[src/rtl/eth_vlg_rx_fcs_strip.sv]
// Receive framing stage: strips preamble/SFD, checks CRC-32 and length,
// removes the FCS and forwards payload bytes with sof/eof/err markers.
module eth_vlg_rx_fcs_strip #(
    parameter int PRE_MIN = 5,
    parameter int PRE_MAX = 15,
    parameter int MIN_LEN = 64,
    parameter int MAX_LEN = 1518
) (
    input  logic        clk_rx,
    input  logic        rst_rx_n,
    input  logic        in_val,
    input  logic [7:0]  in_dat,
    output logic [7:0]  out_dat,
    output logic        out_val,
    output logic        out_sof,
    output logic        out_eof,
    output logic        out_err,
    output logic [15:0] frames_ok,
    output logic [15:0] frames_bad
);

    localparam logic [31:0] CRC_POLY    = 32'hEDB8_8320;
    localparam logic [31:0] CRC_INIT    = 32'hFFFF_FFFF;
    localparam logic [31:0] CRC_RESIDUE = 32'hDEBB_20E3;
    localparam logic [7:0]  PRE_BYTE    = 8'h55;
    localparam logic [7:0]  SFD_BYTE    = 8'hD5;
    localparam logic [7:0]  PRE_MIN_C   = 8'(PRE_MIN);
    localparam logic [7:0]  PRE_MAX_C   = 8'(PRE_MAX);
    localparam logic [15:0] MIN_LEN_C   = 16'(MIN_LEN);
    localparam logic [15:0] MAX_LEN_C   = 16'(MAX_LEN);
    localparam logic [15:0] LEN_SAT     = 16'hFFFF;
    localparam logic [15:0] FCS_HOLD    = 16'd5;

    typedef enum logic [1:0] {
        ST_IDLE = 2'd0,
        ST_PRE  = 2'd1,
        ST_DATA = 2'd2,
        ST_DROP = 2'd3
    } state_t;

    // Reflected CRC-32 update, one byte, LSB first
    function automatic logic [31:0] crc32_byte(input logic [31:0] crc, input logic [7:0] dat);
        logic [31:0] c;
        c = crc;
        for (int i = 0; i < 8; i++) begin
            if (c[0] ^ dat[i]) begin
                c = (c >> 1) ^ CRC_POLY;
            end else begin
                c = c >> 1;
            end
        end
        return c;
    endfunction

    state_t           state_r, state_s;
    logic [7:0]       pre_cnt_r, pre_cnt_s;
    logic [15:0]      len_r, len_s;
    logic [31:0]      crc_r, crc_s;
    logic [4:0][7:0]  sreg_r, sreg_s;
    logic [7:0]       dat_s;
    logic             val_s, sof_s, eof_s, err_s;
    logic             ok_inc_s, bad_inc_s;

    // Next-state, datapath and output decode
    always_comb begin
        state_s   = state_r;
        pre_cnt_s = pre_cnt_r;
        len_s     = len_r;
        crc_s     = crc_r;
        sreg_s    = sreg_r;
        dat_s     = 8'h00;
        val_s     = 1'b0;
        sof_s     = 1'b0;
        eof_s     = 1'b0;
        err_s     = 1'b0;
        ok_inc_s  = 1'b0;
        bad_inc_s = 1'b0;
        case (state_r)
            ST_IDLE: begin
                if (in_val) begin
                    if (in_dat == PRE_BYTE) begin
                        state_s   = ST_PRE;
                        pre_cnt_s = 8'd1;
                    end else begin
                        state_s = ST_DROP;
                    end
                end else begin
                    state_s = ST_IDLE;
                end
            end
            ST_PRE: begin
                if (!in_val) begin
                    state_s   = ST_IDLE;
                    bad_inc_s = 1'b1;
                end else if (in_dat == PRE_BYTE) begin
                    if (pre_cnt_r >= PRE_MAX_C) begin
                        state_s = ST_DROP;
                    end else begin
                        pre_cnt_s = pre_cnt_r + 8'd1;
                    end
                end else if (in_dat == SFD_BYTE) begin
                    if (pre_cnt_r >= PRE_MIN_C) begin
                        state_s = ST_DATA;
                        crc_s   = CRC_INIT;
                        len_s   = 16'd0;
                        sreg_s  = '0;
                    end else begin
                        state_s = ST_DROP;
                    end
                end else begin
                    state_s = ST_DROP;
                end
            end
            ST_DATA: begin
                // The newest four bytes are held back: they may turn out to be the FCS
                if (in_val) begin
                    crc_s  = crc32_byte(crc_r, in_dat);
                    sreg_s = {sreg_r[3:0], in_dat};
                    if (len_r != LEN_SAT) begin
                        len_s = len_r + 16'd1;
                    end else begin
                        len_s = len_r;
                    end
                    if (len_r >= FCS_HOLD) begin
                        val_s = 1'b1;
                        dat_s = sreg_r[4];
                        sof_s = (len_r == FCS_HOLD);
                    end else begin
                        val_s = 1'b0;
                    end
                end else begin
                    state_s = ST_IDLE;
                    if (len_r >= FCS_HOLD) begin
                        val_s     = 1'b1;
                        eof_s     = 1'b1;
                        dat_s     = sreg_r[4];
                        sof_s     = (len_r == FCS_HOLD);
                        err_s     = (crc_r != CRC_RESIDUE) || (len_r < MIN_LEN_C) || (len_r > MAX_LEN_C);
                        ok_inc_s  = ~err_s;
                        bad_inc_s = err_s;
                    end else begin
                        bad_inc_s = 1'b1;
                    end
                end
            end
            ST_DROP: begin
                if (!in_val) begin
                    state_s   = ST_IDLE;
                    bad_inc_s = 1'b1;
                end else begin
                    state_s = ST_DROP;
                end
            end
            default: begin
                state_s = ST_IDLE;
            end
        endcase
    end

    // State, datapath and registered outputs
    always_ff @(posedge clk_rx or negedge rst_rx_n) begin
        if (!rst_rx_n) begin
            state_r    <= ST_IDLE;
            pre_cnt_r  <= 8'd0;
            len_r      <= 16'd0;
            crc_r      <= 32'd0;
            sreg_r     <= '0;
            out_dat    <= 8'h00;
            out_val    <= 1'b0;
            out_sof    <= 1'b0;
            out_eof    <= 1'b0;
            out_err    <= 1'b0;
            frames_ok  <= 16'd0;
            frames_bad <= 16'd0;
        end else begin
            state_r   <= state_s;
            pre_cnt_r <= pre_cnt_s;
            len_r     <= len_s;
            crc_r     <= crc_s;
            sreg_r    <= sreg_s;
            out_dat   <= dat_s;
            out_val   <= val_s;
            out_sof   <= sof_s;
            out_eof   <= eof_s;
            out_err   <= err_s;
            if (ok_inc_s && (frames_ok != 16'hFFFF)) begin
                frames_ok <= frames_ok + 16'd1;
            end else begin
                frames_ok <= frames_ok;
            end
            if (bad_inc_s && (frames_bad != 16'hFFFF)) begin
                frames_bad <= frames_bad + 16'd1;
            end else begin
                frames_bad <= frames_bad;
            end
        end
    end

endmodule

[config.mk]
export PLATFORM = sky130hd
export DESIGN_NAME = eth_vlg_rx_fcs_strip
export DESIGN_NICKNAME = d
export VERILOG_FILES = /design/src/rtl/eth_vlg_rx_fcs_strip.sv
export SDC_FILE = /design/constraint.sdc
export NUM_CORES = 1
export LEC_CHECK = 0
export ABC_AREA = 0
export CAP_MARGIN = 10
export CORE_MARGIN = 2
export CORE_UTILIZATION = 44
export DETAILED_ROUTE_END_ITERATION = 8
export DONT_BUFFER_PORTS = 1
export PLACE_DENSITY = 0.64
export REMOVE_ABC_BUFFERS = 1
export SLEW_MARGIN = 20
export SYNTH_ARGS = -nofsm -noshare
export SYNTH_HDL_FRONTEND = slang
export SYNTH_SLANG_ARGS = --single-unit
[constraint.sdc]
create_clock -name clk_rx -period 5.9 [get_ports clk_rx]
set_input_delay 0.59 -clock clk_rx [delete_from_list [all_inputs] [get_ports clk_rx]]
set_output_delay 0.59 -clock clk_rx [all_outputs]
set_load 0.05 [all_outputs]
== After elaboration in Yosys (flattened, before gate mapping) ==
Cells that the tools add are included.
Widths: inputs -> output; s select.

* Flip-flop bits (word level): 142
* Input bits: 11
* Output and inout bits: 44
* Word-level logic and storage cells: 151

* Add/subtract/negate cells: 4
* $lt $le $gt $ge: 5
* Equality and inequality tests: 22
* Mux-type cells: 75
* Bitwise gates (word level): 17
* Reductions and logical operators: 12

{| class="wikitable"
|+ Operators by type and width
! kind !! number
|-
| $mux 32 || 27
|-
| $mux 40 || 5
|-
| $not 13->14 || 8
|-
| $mux 16 || 6
|-
| $pmux 40 s2 || 1
|-
| $pmux 32 s2 || 1
|-
| $mux 8 || 7
|-
| $add 16x1->16 const B || 3
|-
| $ne 16x16->1 const B || 3
|-
| $ne 32x32->1 const B || 1
|-
| $pmux 16 s2 || 1
|-
| $ne 2x2->1 const B || 11
|-
| $eq 16x3->1 const B || 1
|-
| $ge 16x3->1 const B || 1
|-
| $gt 16x11->1 const B || 1
|-
| $lt 16x7->1 const B || 1
|-
| $mux 1 || 16
|-
| $mux 2 || 8
|-
| $pmux 8 s2 || 1
|-
| $reduce_and 6->1 || 2
|-
| $add 8x1->8 const B || 1
|-
| $eq 8x7->1 const B || 1
|-
| $eq 8x8->1 const B || 1
|-
| $ge 8x3->1 const B || 1
|-
| 15 further kinds || 26
|}

== Logic depth before layout (Yosys ltp) ==
* Word-level depth: 32
* Depth in mapped cells: 9
* Gate-level depth less buffers: 8

== Worst setup path before layout ==
Ideal clock, no wire load.

* Path kind: reg-to-reg
* Start: register frames_ok[0]
* End: register frames_ok[6]
* Library setup time: 0.143 ns
* Arrival time: 2.159 ns
* Required time: 5.757 ns
* Path slack: 3.599 ns
* Stages on the path, launching flop included: 9
* Buffers on the path: 1
* Clock period less this slack: 2.301 ns
* Cell sequence: dfrtp_1 ha_1 and4_2 and2b_1 and3_2 nor4_4 buf_6 nand3_1 xnor2_1

* Longest elaborated chain between the ends: 2
* Elaborated cells on any way between the ends: 3
* Classes of those cells: add/sub (1); eq/ne (1); reduce/logical (1)

{| class="wikitable"
|+ Ends and longest elaborated chain
! what !! line !! RTL
|-
| start, declared || 18 || <nowiki>output logic [15:0] frames_ok,</nowiki>
|-
| start signal, assigned || 187 || <nowiki>frames_ok <= frames_ok + 16'd1;</nowiki>
|-
| start signal, assigned || 189 || <nowiki>frames_ok <= frames_ok;</nowiki>
|-
| parallel branches: the longest is 2 deep, another holds $add 16x1->16 || n/a ||
|}

Several ways; the timed one is not identified.
A chain may end at the register's enable or synchronous reset.

== Worst setup path after layout ==
* Start: register len_r[0]
* End: register frames_ok[1]

* Longest elaborated chain between the ends: 8
* Elaborated cells on any way between the ends: 10
* Classes of those cells: order compare (3); mux (3); bitwise (1); reduce/logical (3)

{| class="wikitable"
|+ Ends and longest elaborated chain
! what !! line !! RTL
|-
| start, declared || 57 || <nowiki>logic [15:0] len_r, len_s;</nowiki>
|-
| start signal, assigned || 178 || <nowiki>len_r <= len_s;</nowiki>
|-
| $lt 16x7->1 || 138 || <nowiki>err_s = (crc_r != CRC_RESIDUE) || (len_r < MIN_LEN_C) || (len_r > MAX_LEN_C);</nowiki>
|-
| $logic_or 1x1->1 (2 in a row) || 138 ||
|-
| $not 1->1 || 139 || <nowiki>ok_inc_s = ~err_s;</nowiki>
|-
| $mux 1 * || 133 || <nowiki>if (len_r >= FCS_HOLD) begin</nowiki>
|-
| $mux 1 * || 116 || <nowiki>if (in_val) begin</nowiki>
|-
| $mux 1 * || 78 || <nowiki>case (state_r)</nowiki>
|-
| $logic_and 1x1->1 * || 186 || <nowiki>if (ok_inc_s && (frames_ok != 16'hFFFF)) begin</nowiki>
|}

Mark *: on every way between the ends. The rest lies on a longest branch, timed or not.

==> run summary <==
Die Area: 0.01654 mm²
Cts bufs inserted: 17
Mapped Area: 0.006833 mm²
Worst-path clk slew: 0.06 ns
Post-DP HPWL: 9.716 mm
Final hold violations: 0
IO Port Bufs: 0
Post-Synth XOR/XNOR Area: 14.48%
CTS Sinks: 142
Final core utilization: 49.90%
Chip Width: 128.6 µm
Final ANT Viol Nets: 0
Lkg Pwr: 3.306 nW
Total negative slack: 0 ns
Post-synthesis simple-gate area fraction: 20.82%
Hold Crit Class: input port to async pin
Largest stage delay, worst path: 0.80 ns
Post-synth EDFFs: 0
Max cap viols: 0
Ant. Diodes: 0
Post-synth top flop: dfrtp_1
Initial detailed-routing violation count: 385
Power, Total: 3.826 mW
Maximum root-to-sink buffer count: 2
Mux contribution to synthesized area: 0.4944%
IO Pins: 55
Clk_lat worst skew: 0.42 ns
Area growth syn-to-layout: 11.02%
Slew @ Worst Pin: 0.8777 ns
CP max stage cell: nor4_4
Outcome: finished clean
Clk root buf: clkbuf_16
Final period util: 47.65%
Final setup fails: 0
RSZ-0062 raised after global routing: false
Reg2reg setup slack: 3.09 ns
Max Transition Viols Final: 0
Largest net degree at the start of global routing: 143
PwrDens: 504.4 mW/mm²
Arrival @ worst endpoint: 3.11 ns
Synth Area in Adders: 1.465%
CORE AREA: 0.01520 mm²
Initial core utilization: 44.95%
Worst hold slack: 0.1502 ns
Post-Synthesis Mean Instance Area: 9.817 µm²
Die Ht: 128.6 µm
Vias per std cell: 5.594
Grt total ovfl: 0
Clock skew: 0.01189 ns
Setup CP Type: flop to flop
Share of the yosys chip area belonging to registers: 52.01%
Global-route wire length before repair: 24.72 mm
CP Cell Sequence: and4_1 -> o311ai_0 -> nand4_1 -> nor4_4 -> mux2_2
Post-route minimum period: 2.812 ns
Htree depth: 4
Post-route DRC: 0
DR WL/cell: 16.56 µm
Vias in the first global route: 4896
Startpoint Class: flop
Endpoint class of the critical path: flop
Vias: 4984
Antenna violations before repair: 0
Flops & latches, synth: 142
Largest family of logic cells by synthesized area: simple AND/OR/NAND/NOR gates
Total GRT Usage: 18.94%
Nets@finish: 709
Number of distinct library cells after synthesis: 52
Site row count: 45
CTS tree: done
Peak supply drop: 0.2593 mV
First-pass iteration count of the detailed router: 5
Worst EP required: 6.20 ns
Synth async-reset ratio: 100.0%
Synth warn: 0
Worst rel slew slack: 41.06%
Final WL: 14.76 mm
Post-synthesis compound-gate area fraction: 8.167%
GP Congestion: 0.9164
Peak Freq: 0.3557 GHz
Cell count after synthesis: 696
Worst-path fanout max: 15
Share of post-route cells with drive strength above 1: 6.970%
## layout by cell type (no fill, tap or decap), types with 27 or more instances in the layout
cell type  count
dfrtp_1      142
nand2_1      105
xnor2_1       66
o21ai_0       50
nor2_1        47
xor2_1        47
nor3_1        31
a21oi_1       31
nand3_1       27
## flip-flops by register name, summed over array words and instances, names as in the netlist
name	flops
out_eof	1
state_r	2
out_err	1
out_sof	1
frames_ok	16
sreg_r	40
out_dat	8
out_val	1
pre_cnt_r	8
frames_bad	16
len_r	16
crc_r	32
## stage by stage
stage | cells | setup WS, ns | instance area (µm²)
final | 891 | 3.088 | 7586
after global routing | 891 | 2.902 | 7586
after CTS | 891 | 3.091 | 7586
after detailed placement | 858 | 3.098 | 6980
after global placement | 858 | 3.084 | 6980
after floorplan | 667 | 1.079 | 6703
## power breakdown
| part | total [mW] | switching (mW) | internal (mW) |
|---|---|---|---|
| Clock | 1.04 | 0.409 | 0.631 |
| Sequential | 1.51 | 0.315 | 1.19 |
| Combinational | 1.28 | 0.688 | 0.593 |
## Yosys cell counts, drive strengths merged (4+ instances only)
master,number,share of area (%)
buf,6,0.64
nand2b,4,0.37
dfrtp,142,52
nor4,10,1.1
and3,13,1.2
nand3,27,2.0
nor3,31,2.3
inv,12,0.66
o21ai,50,3.7
ha,8,1.5
nand4,17,1.6
a21oi,31,2.3
xnor2,66,8.5
and2,12,1.1
clkbuf,23,1.3
and4,5,0.66
nor2,48,2.6
xor2,47,6.0
a31oi,4,0.37
nand2,105,5.8
## timing repair
item,CTS,global route
hold endpoints to repair,142,0
gates resized for setup,0,0
setup buffers,0,0
hold buffers,1,0
## cells by family (layout without fill, tap and decap cells)
logic type	Yosys count	after routing
flops	142	142
mux	3	3
simple gates	290	290
xor+xnor	113	113
compound gates	99	99
fa+ha+maj	8	8
buf+inv	41	48
## worst paths after layout
check                                        from                        to  cells past startpoint
setup / recovery             len_r[0]$_DFFE_PN0P_  frames_ok[1]$_DFFE_PN0P_                      5
hold / removal                           rst_rx_n      out_dat[1]$_DFF_PN0_                      1
setup reg to reg             len_r[0]$_DFFE_PN0P_  frames_ok[1]$_DFFE_PN0P_                      5
hold reg to reg            sreg_r[13]$_DFFE_PN0P_    sreg_r[21]$_DFFE_PN0P_                      2
max in group asynchronous                rst_rx_n    sreg_r[10]$_DFFE_PN0P_                      1
min in group clk_rx                        in_val      crc_r[5]$_DFFE_PN0P_                      1
## per-layer routing
layer	vias up	GRT usage (%)	share of wire, %
met5	-	0	0
met4	0	8.760	2.2
met3	26	6.237	7.4
met2	174	29.01	47
met1	2433	24.53	43
li1	2351	-	-
## worst max-delay path: cells and delay by family, from the launching register on
| family | cells | cell delay (ns) |
|---|---|---|
| multiplexers | 1 | 0.41 |
| flip-flops | 1 | 0.46 |
| AND/OR/NAND/NOR | 3 | 1.46 |
| AO/OA/AOI/OAI | 1 | 0.35 |
## layout make-up
class                      instances  area [µm²]
fill                            1331        7616
sequential                       142        3553
multi-input combinational        513        3124
clock buffer                      18       439.2
tap                              188       235.2
clock inverter                    14       138.9
timing repair buffer               4       50.05
inverter                          12       45.04
No activity file was read; power rests on OpenSTA's default activity.
